<file path="config.mk">
export PLATFORM = sky130hd
export DESIGN_NAME = primitive_assembler
export DESIGN_NICKNAME = d
export VERILOG_FILES = /design/src/rtl/gpu_pkg.sv /design/src/rtl/prim_degen_detect.sv /design/src/rtl/primitive_assembler.sv
export SDC_FILE = /design/constraint.sdc
export NUM_CORES = 2
export LEC_CHECK = 0
export CAP_MARGIN = 25
export CORE_AREA = 5 5 638 640
export DETAILED_ROUTE_END_ITERATION = 6
export DIE_AREA = 0 0 643 645
export PLACE_DENSITY = 0.39
export SLEW_MARGIN = 10
export SYNTH_ARGS = -nofsm -noshare
export SYNTH_HDL_FRONTEND = slang
export SYNTH_SLANG_ARGS = --single-unit
</file>
<file path="constraint.sdc">
create_clock -name clk_i -period 5.9 [get_ports clk_i]
set_clock_uncertainty 0.05 [all_clocks]
set_input_delay 1.18 -clock clk_i [delete_from_list [all_inputs] [get_ports clk_i]]
set_output_delay 1.18 -clock clk_i [all_outputs]
set_load 0.02 [all_outputs]
</file>
<file path="src/rtl/gpu_pkg.sv">
// Shared GPU front-end types: topology and assembler FSM encodings, data widths.
// Latency: n/a (declarations only).
// Backpressure: n/a.
package gpu_pkg;

    localparam int POS_W  = 128;   // one clip-space position, 4 x 32-bit
    localparam int VARY_W = 256;   // one vertex varying bundle

    typedef enum logic [1:0] {
        TOPO_LIST  = 2'd0,
        TOPO_STRIP = 2'd1,
        TOPO_FAN   = 2'd2,
        TOPO_RSVD  = 2'd3
    } topo_e;

    typedef enum logic [1:0] {
        ST_IDLE    = 2'd0,
        ST_COLLECT = 2'd1,
        ST_EMIT    = 2'd2,
        ST_DONE    = 2'd3
    } pa_state_e;

    // The reserved encoding behaves exactly like a triangle list.
    function automatic topo_e norm_topo(input logic [1:0] t);
        return (t == TOPO_RSVD) ? TOPO_LIST : topo_e'(t);
    endfunction

endpackage

</file>
<file path="src/rtl/prim_degen_detect.sv">
// Flags a triangle whose positions contain any bit-identical pair.
// Latency: combinational.
// Backpressure: none, pure function of its inputs.
module prim_degen_detect #(
    parameter int W = 128
) (
    input  logic [W-1:0] pos0,
    input  logic [W-1:0] pos1,
    input  logic [W-1:0] pos2,
    output logic         degen
);

    assign degen = (pos0 == pos1) || (pos1 == pos2) || (pos0 == pos2);

endmodule

</file>
<file path="src/rtl/primitive_assembler.sv">
// Assembles list/strip/fan vertex streams into triangles; optional degenerate cull (PRIM_ASM_DEGEN_CULL_EN).
// Latency: tri_valid_o rises the cycle after the vertex that completes a triangle is accepted.
// Backpressure: one triangle in flight; vtx_ready_o drops while a triangle waits for tri_ready_i.
module primitive_assembler
    import gpu_pkg::*;
#(
    parameter int POS_WIDTH  = POS_W,
    parameter int VARY_WIDTH = VARY_W
) (
    input  logic                    clk_i,
    input  logic                    rst_n_i,
    input  logic                    enable_i,
    input  logic                    start_i,
    input  logic [1:0]              topology_i,
    input  logic [31:0]             vertex_count_i,
    input  logic [POS_WIDTH-1:0]    pos_i,
    input  logic [VARY_WIDTH-1:0]   vary_i,
    input  logic                    vtx_valid_i,
    output logic                    vtx_ready_o,
    output logic [3*POS_WIDTH-1:0]  tri_pos_o,
    output logic [3*VARY_WIDTH-1:0] tri_vary_o,
    output logic                    tri_valid_o,
    input  logic                    tri_ready_i,
    output logic                    busy_o,
    output logic                    done_o,
    output logic [31:0]             tri_counter_o,
    output logic [31:0]             cull_counter_o
);

    pa_state_e               state_q, state_d;
    topo_e                   topo_q;
    logic [31:0]             count_q;
    logic [31:0]             vtx_cnt_q;      // vertices accepted so far in this draw
    logic [1:0]              list_phase_q;   // position within the current list triple
    logic [POS_WIDTH-1:0]    slot_a_pos, slot_b_pos;
    logic [VARY_WIDTH-1:0]   slot_a_vary, slot_b_vary;
    logic [31:0]             tri_cnt_q;

    logic                    start_go;
    logic                    accept;
    logic                    forms_tri;
    logic                    last_vtx;
    logic                    all_consumed;
    logic                    degen;
    logic                    emit_load;
    logic [POS_WIDTH-1:0]    f_pos0, f_pos1;
    logic [VARY_WIDTH-1:0]   f_vary0, f_vary1;

    assign start_go     = (state_q == ST_IDLE) && start_i && enable_i;
    assign accept       = vtx_valid_i && vtx_ready_o;
    assign last_vtx     = ((vtx_cnt_q + 32'd1) == count_q);
    assign all_consumed = (vtx_cnt_q == count_q);
    assign emit_load    = accept && forms_tri && !degen;

    // Decide whether the incoming vertex closes a triangle and which stored vertices lead it.
    // Slot A/B always hold the two vertices preceding the incoming one in the order the
    // triangle wants them, except odd strip triangles which swap them to keep winding.
    always_comb begin
        forms_tri = 1'b0;
        f_pos0    = slot_a_pos;
        f_pos1    = slot_b_pos;
        f_vary0   = slot_a_vary;
        f_vary1   = slot_b_vary;
        case (topo_q)
            TOPO_STRIP: begin
                forms_tri = |vtx_cnt_q[31:1];
                if (vtx_cnt_q[0]) begin
                    f_pos0  = slot_b_pos;
                    f_pos1  = slot_a_pos;
                    f_vary0 = slot_b_vary;
                    f_vary1 = slot_a_vary;
                end
            end
            TOPO_FAN:   forms_tri = |vtx_cnt_q[31:1];
            default:    forms_tri = (list_phase_q == 2'd2);
        endcase
    end

`ifdef PRIM_ASM_DEGEN_CULL_EN
    logic        cull_hit;
    logic [31:0] cull_cnt_q;

    assign cull_hit = accept && forms_tri && degen;

    prim_degen_detect #(
        .W (POS_WIDTH)
    ) u_degen (
        .pos0  (f_pos0),
        .pos1  (f_pos1),
        .pos2  (pos_i),
        .degen (degen)
    );

    // Count culled triangles for the current draw.
    always_ff @(posedge clk_i or negedge rst_n_i) begin
        if (!rst_n_i)      cull_cnt_q <= '0;
        else if (start_go) cull_cnt_q <= '0;
        else if (cull_hit) cull_cnt_q <= cull_cnt_q + 32'd1;
    end

    assign cull_counter_o = cull_cnt_q;
`else
    assign degen          = 1'b0;
    assign cull_counter_o = '0;
`endif

    // FSM state register.
    always_ff @(posedge clk_i or negedge rst_n_i) begin
        if (!rst_n_i) state_q <= ST_IDLE;
        else          state_q <= state_d;
    end

    // FSM next-state logic; a culled triangle behaves like an instantly drained one.
    always_comb begin
        state_d = state_q;
        case (state_q)
            ST_IDLE: begin
                if (start_go) state_d = (vertex_count_i == 32'd0) ? ST_DONE : ST_COLLECT;
            end
            ST_COLLECT: begin
                if (emit_load)     state_d = ST_EMIT;
                else if (accept && last_vtx) state_d = ST_DONE;
            end
            ST_EMIT: begin
                if (tri_ready_i) state_d = all_consumed ? ST_DONE : ST_COLLECT;
            end
            default: state_d = ST_IDLE;
        endcase
    end

    // FSM outputs decoded from the registered state.
    always_comb begin
        vtx_ready_o = (state_q == ST_COLLECT) && enable_i;
        tri_valid_o = (state_q == ST_EMIT);
        busy_o      = (state_q != ST_IDLE);
        done_o      = (state_q == ST_DONE);
    end

    // Draw parameters and vertex history slots.
    always_ff @(posedge clk_i or negedge rst_n_i) begin
        if (!rst_n_i) begin
            topo_q       <= TOPO_LIST;
            count_q      <= '0;
            vtx_cnt_q    <= '0;
            list_phase_q <= '0;
            slot_a_pos   <= '0;
            slot_b_pos   <= '0;
            slot_a_vary  <= '0;
            slot_b_vary  <= '0;
        end else if (start_go) begin
            topo_q       <= norm_topo(topology_i);
            count_q      <= vertex_count_i;
            vtx_cnt_q    <= '0;
            list_phase_q <= '0;
            slot_a_pos   <= '0;
            slot_b_pos   <= '0;
            slot_a_vary  <= '0;
            slot_b_vary  <= '0;
        end else if (accept) begin
            vtx_cnt_q    <= vtx_cnt_q + 32'd1;
            list_phase_q <= (list_phase_q == 2'd2) ? 2'd0 : list_phase_q + 2'd1;
            case (topo_q)
                TOPO_STRIP: begin
                    if (vtx_cnt_q == 32'd0) begin
                        slot_a_pos  <= pos_i;
                        slot_a_vary <= vary_i;
                    end else if (vtx_cnt_q == 32'd1) begin
                        slot_b_pos  <= pos_i;
                        slot_b_vary <= vary_i;
                    end else begin
                        slot_a_pos  <= slot_b_pos;
                        slot_a_vary <= slot_b_vary;
                        slot_b_pos  <= pos_i;
                        slot_b_vary <= vary_i;
                    end
                end
                TOPO_FAN: begin
                    // Slot A keeps the fan centre for the whole draw.
                    if (vtx_cnt_q == 32'd0) begin
                        slot_a_pos  <= pos_i;
                        slot_a_vary <= vary_i;
                    end else begin
                        slot_b_pos  <= pos_i;
                        slot_b_vary <= vary_i;
                    end
                end
                default: begin
                    if (list_phase_q == 2'd0) begin
                        slot_a_pos  <= pos_i;
                        slot_a_vary <= vary_i;
                    end else if (list_phase_q == 2'd1) begin
                        slot_b_pos  <= pos_i;
                        slot_b_vary <= vary_i;
                    end
                end
            endcase
        end
    end

    // Triangle output register, held until the downstream handshake.
    always_ff @(posedge clk_i or negedge rst_n_i) begin
        if (!rst_n_i) begin
            tri_pos_o  <= '0;
            tri_vary_o <= '0;
        end else if (emit_load) begin
            tri_pos_o  <= {pos_i, f_pos1, f_pos0};
            tri_vary_o <= {vary_i, f_vary1, f_vary0};
        end
    end

    // Count triangles handed downstream in the current draw.
    always_ff @(posedge clk_i or negedge rst_n_i) begin
        if (!rst_n_i)                              tri_cnt_q <= '0;
        else if (start_go)                         tri_cnt_q <= '0;
        else if (state_q == ST_EMIT && tri_ready_i) tri_cnt_q <= tri_cnt_q + 32'd1;
    end

    assign tri_counter_o = tri_cnt_q;

endmodule
</file>
==> flow_summary_export.csv <==
group,metric,value,unit
route,drt_iter0_markers,5767,
cells_and_area,seq_area,50600,um^2
route,routed_via_density,4.60,
timing,tightest_slew,1290,ps
place,placedCellCount,16200,
floorplan,die_h,645,um
synthesis,syn_area_per_cell,8.90,um^2
synthesis,yosys.area.top_type,"dfrtp_1",
synthesis,ys_types,66,
synthesis,synth_area_leaders,"dfrtp_1 (57%), nand2_1 (15%), a31oi_1 (5.5%)",
grt,grt_pass1_vias,74500,
cts,clkSlewWorstSetupHoldPaths,60,ps
timing,rsz0062_at_grt,"no",
timing,fmax,208,MHz
cts,root_buffer,"clkbuf_16",
cells_and_area,drive_gt1_share,5.26,%
timing,finalCritPeriodShare,81.5,%
synthesis,synthFlopType,"dfrtp_1",
timing,hold_violations,0,
floorplan,core_area,401000,um^2
route,wl,416000,um
synthesis,yosysTopAreaCellShare,57.3,%
place,gp_congestion,0.848,
critical_path,path_class,"input pin to output pin",
cells_and_area,fill_cells,41900,
route,drt-wirelength-per-cell,24.9,um
pwr,peakVddDrop,0.242,mV
timing,period_minus_slack,4810,ps
cts,clock_latency,890,ps
synthesis,yosysMostFrequentCell,"nand2_1",
critical_path,cp-start-kind,"input pin",
synthesis,synthCells,9925,
synthesis,synth_area,88300,um^2
grt,overflow,0,
cts,cts_resized,0,
timing,relSlewSlack,14.0,%
floorplan,start_util,22.0,%
route,route.detailed.drc,0,
grt,grt_max_degree,198,
route,vias,76900,
critical_path,cp-end-kind,"output pin",
critical_path,crit_fanout,9,
floorplan,die_x,643,um
cts,cts_made_buffers,262,
route,antenna_left,0,
pwr,cellLeakagePower,53.2,nW
timing,maxSlewViolCount,0,
cells_and_area,fin_cells,16700,
grt,antenna_found_initial,81,
floorplan,dieArea,415000,um^2
cts,clock-sinks,2022,
synthesis,synthArstFlopShare,100,%
place,hpwl,291000,um
synthesis,synth_warnings,0,
pwr,power.density,605,nW/um^2
critical_path,crit_arrival,3580,ps
place,dpl_cell_area,110000,um^2
synthesis,synth-edff-count,0,
min_path,worstHoldPathType,"input pin to async pin",
route,dr.pass1.iters,6,
cells_and_area,design_area,119000,um^2
cts,hold_buffers,0,
synthesis,synthTopCellsByCount,"nand2_1 (3590), dfrtp_1 (2022), nor2_1 (1211), a31oi_1 (772), clkbuf_1 (544)",
synthesis,ys_seq_elements,2022,
critical_path,crit_required,4670,ps
synthesis,ys_seq_area_share,57.3,%
cells_and_area,nets,11600,
timing,fin_setup_tns,0,ps
cells_and_area,multi_input_area,34300,um^2
grt,grt_pass1_wl,592000,um
grt,grt.total_usage,19.3,%
floorplan,core.rowCount,233,
cts,postCtsSetupBuffers,0,
cts,cts_tree,"done",
job,drv_cap,0,
place,place.port_buffers,1611,
outcome,status,"finished, final reports clean",
cells_and_area,area_growth,34.4,%
cts,cts_max_level,5,
floorplan,pin_count,1644,
timing,setup-violations-final,0,
cts,cts_buffer_depth,4,
[metal layers]
layer  share of wire [%]  track usage (%)  vias to the layer above
li1                    -                -                    35600
met1                  41             23.9                    38500
met2                  49             33.5                     2257
met3                 6.1             4.31                      513
met4                 3.4             5.40                       22
met5               0.034                0                        -
[power breakdown]
group	total [mW]	leakage (nW)	switching, mW	internal, mW
registers	24.8	25.4	4.74	20.1
clock network	16.2	4.20	6.63	9.55
logic	30.8	23.6	18.8	12.0
[sequential cells by signal (all words and copies together) (netlist names)]
name / cells
list_phase_q: 2
count_q: 32
slot_b_vary: 256
vtx_cnt_q: 32
slot_b_pos: 128
tri_counter_o: 32
slot_a_vary: 256
topo_q: 2
tri_vary_o: 768
slot_a_pos: 128
state_q: 2
tri_pos_o: 384
[cells in the final DEF, fill, tap and decap left out, drive strengths merged, types with 3 or more instances in the layout]
| master | count |
|---|---|
| or3 | 6 |
| clkinvlp | 4 |
| conb | 32 |
| a211oi | 384 |
| dfrtp | 2022 |
| nand3 | 416 |
| clkdlybuf4s50 | 1610 |
| xor2 | 33 |
| o31ai | 10 |
| nor4 | 22 |
| inv | 35 |
| nor2 | 1213 |
| buf | 175 |
| and2 | 8 |
| mux2i | 387 |
| ha | 6 |
| nand3b | 5 |
| nor3 | 16 |
| and3 | 11 |
| a21oi | 19 |
| nand4 | 32 |
| nand2 | 3590 |
| and4 | 8 |
| clkbuf | 386 |
| o41ai | 3 |
| o21a | 7 |
| xnor2 | 54 |
| clkinv | 34 |
| o21ai | 43 |
| o211ai | 6 |
| a31oi | 772 |
| diode | 27 |
| bufinv | 11 |
| nand2b | 4 |
[stage by stage]
stage               hold WS, ps  power, mW  setup WS, ps  utilization (%)
floorplan                   416       39.6          2670                -
finish                      143       71.8          1090             29.6
CTS                         121       73.1          1060             29.6
global placement            408       56.0           643             27.4
detailed placement          412       56.4           679             27.5
global route                131       76.2           970             29.6
[cell families after synthesis]
logic type,count (synthesis),synth area share [%]
AO/OA/AOI/OAI,1264,9.52
XOR/XNOR,87,0.863
adder cells (fa/ha/maj),6,0.0850
buffers and inverters,817,4.06
flip-flops,2022,57.3
multiplexers,388,4.40
other,1,0.00425
AND/OR/NAND/NOR,5340,23.8
[worst paths after layout]
| path | slack (ps) | end | start | depth (start not counted) |
|---|---|---|---|---|
| worst max-delay path | 1090 | vtx_ready_o | enable_i | 4 |
| worst min-delay path | 140 | tri_vary_o[164]$_DFFE_PN0P_ | rst_n_i | 1 |
| worst max register to register | 2010 | tri_pos_o[27]$_DFFE_PN0P_ | state_q[1]$_DFFE_PN0P_ | 8 |
| worst min register to register | 420 | tri_vary_o[756]$_DFFE_PN0P_ | tri_vary_o[756]$_DFFE_PN0P_ | 2 |
| max in group asynchronous | 3870 | tri_vary_o[530]$_DFFE_PN0P_ | rst_n_i | 3 |
| min in group clk_i | 420 | tri_vary_o[756]$_DFFE_PN0P_ | tri_vary_o[756]$_DFFE_PN0P_ | 2 |
[worst max-delay path: stages]
cell and delay [ps]:
clkdlybuf4s50_1 760, inv_1 140, nor2_1 610, clkdlybuf4s50_1 870
[final cells by class]
cell class | instances | area share [%]
diodes | 27 | 0.0569
clock buffers | 386 | 6.47
clock inverters | 67 | 0.731
inverters | 17 | 0.0538
multi-input cells | 7117 | 28.9
flip-flops and latches | 2022 | 42.6
well taps | 5287 | 5.57
repair buffers | 1785 | 15.6
Note: power is estimated with default switching activity, not from simulation.
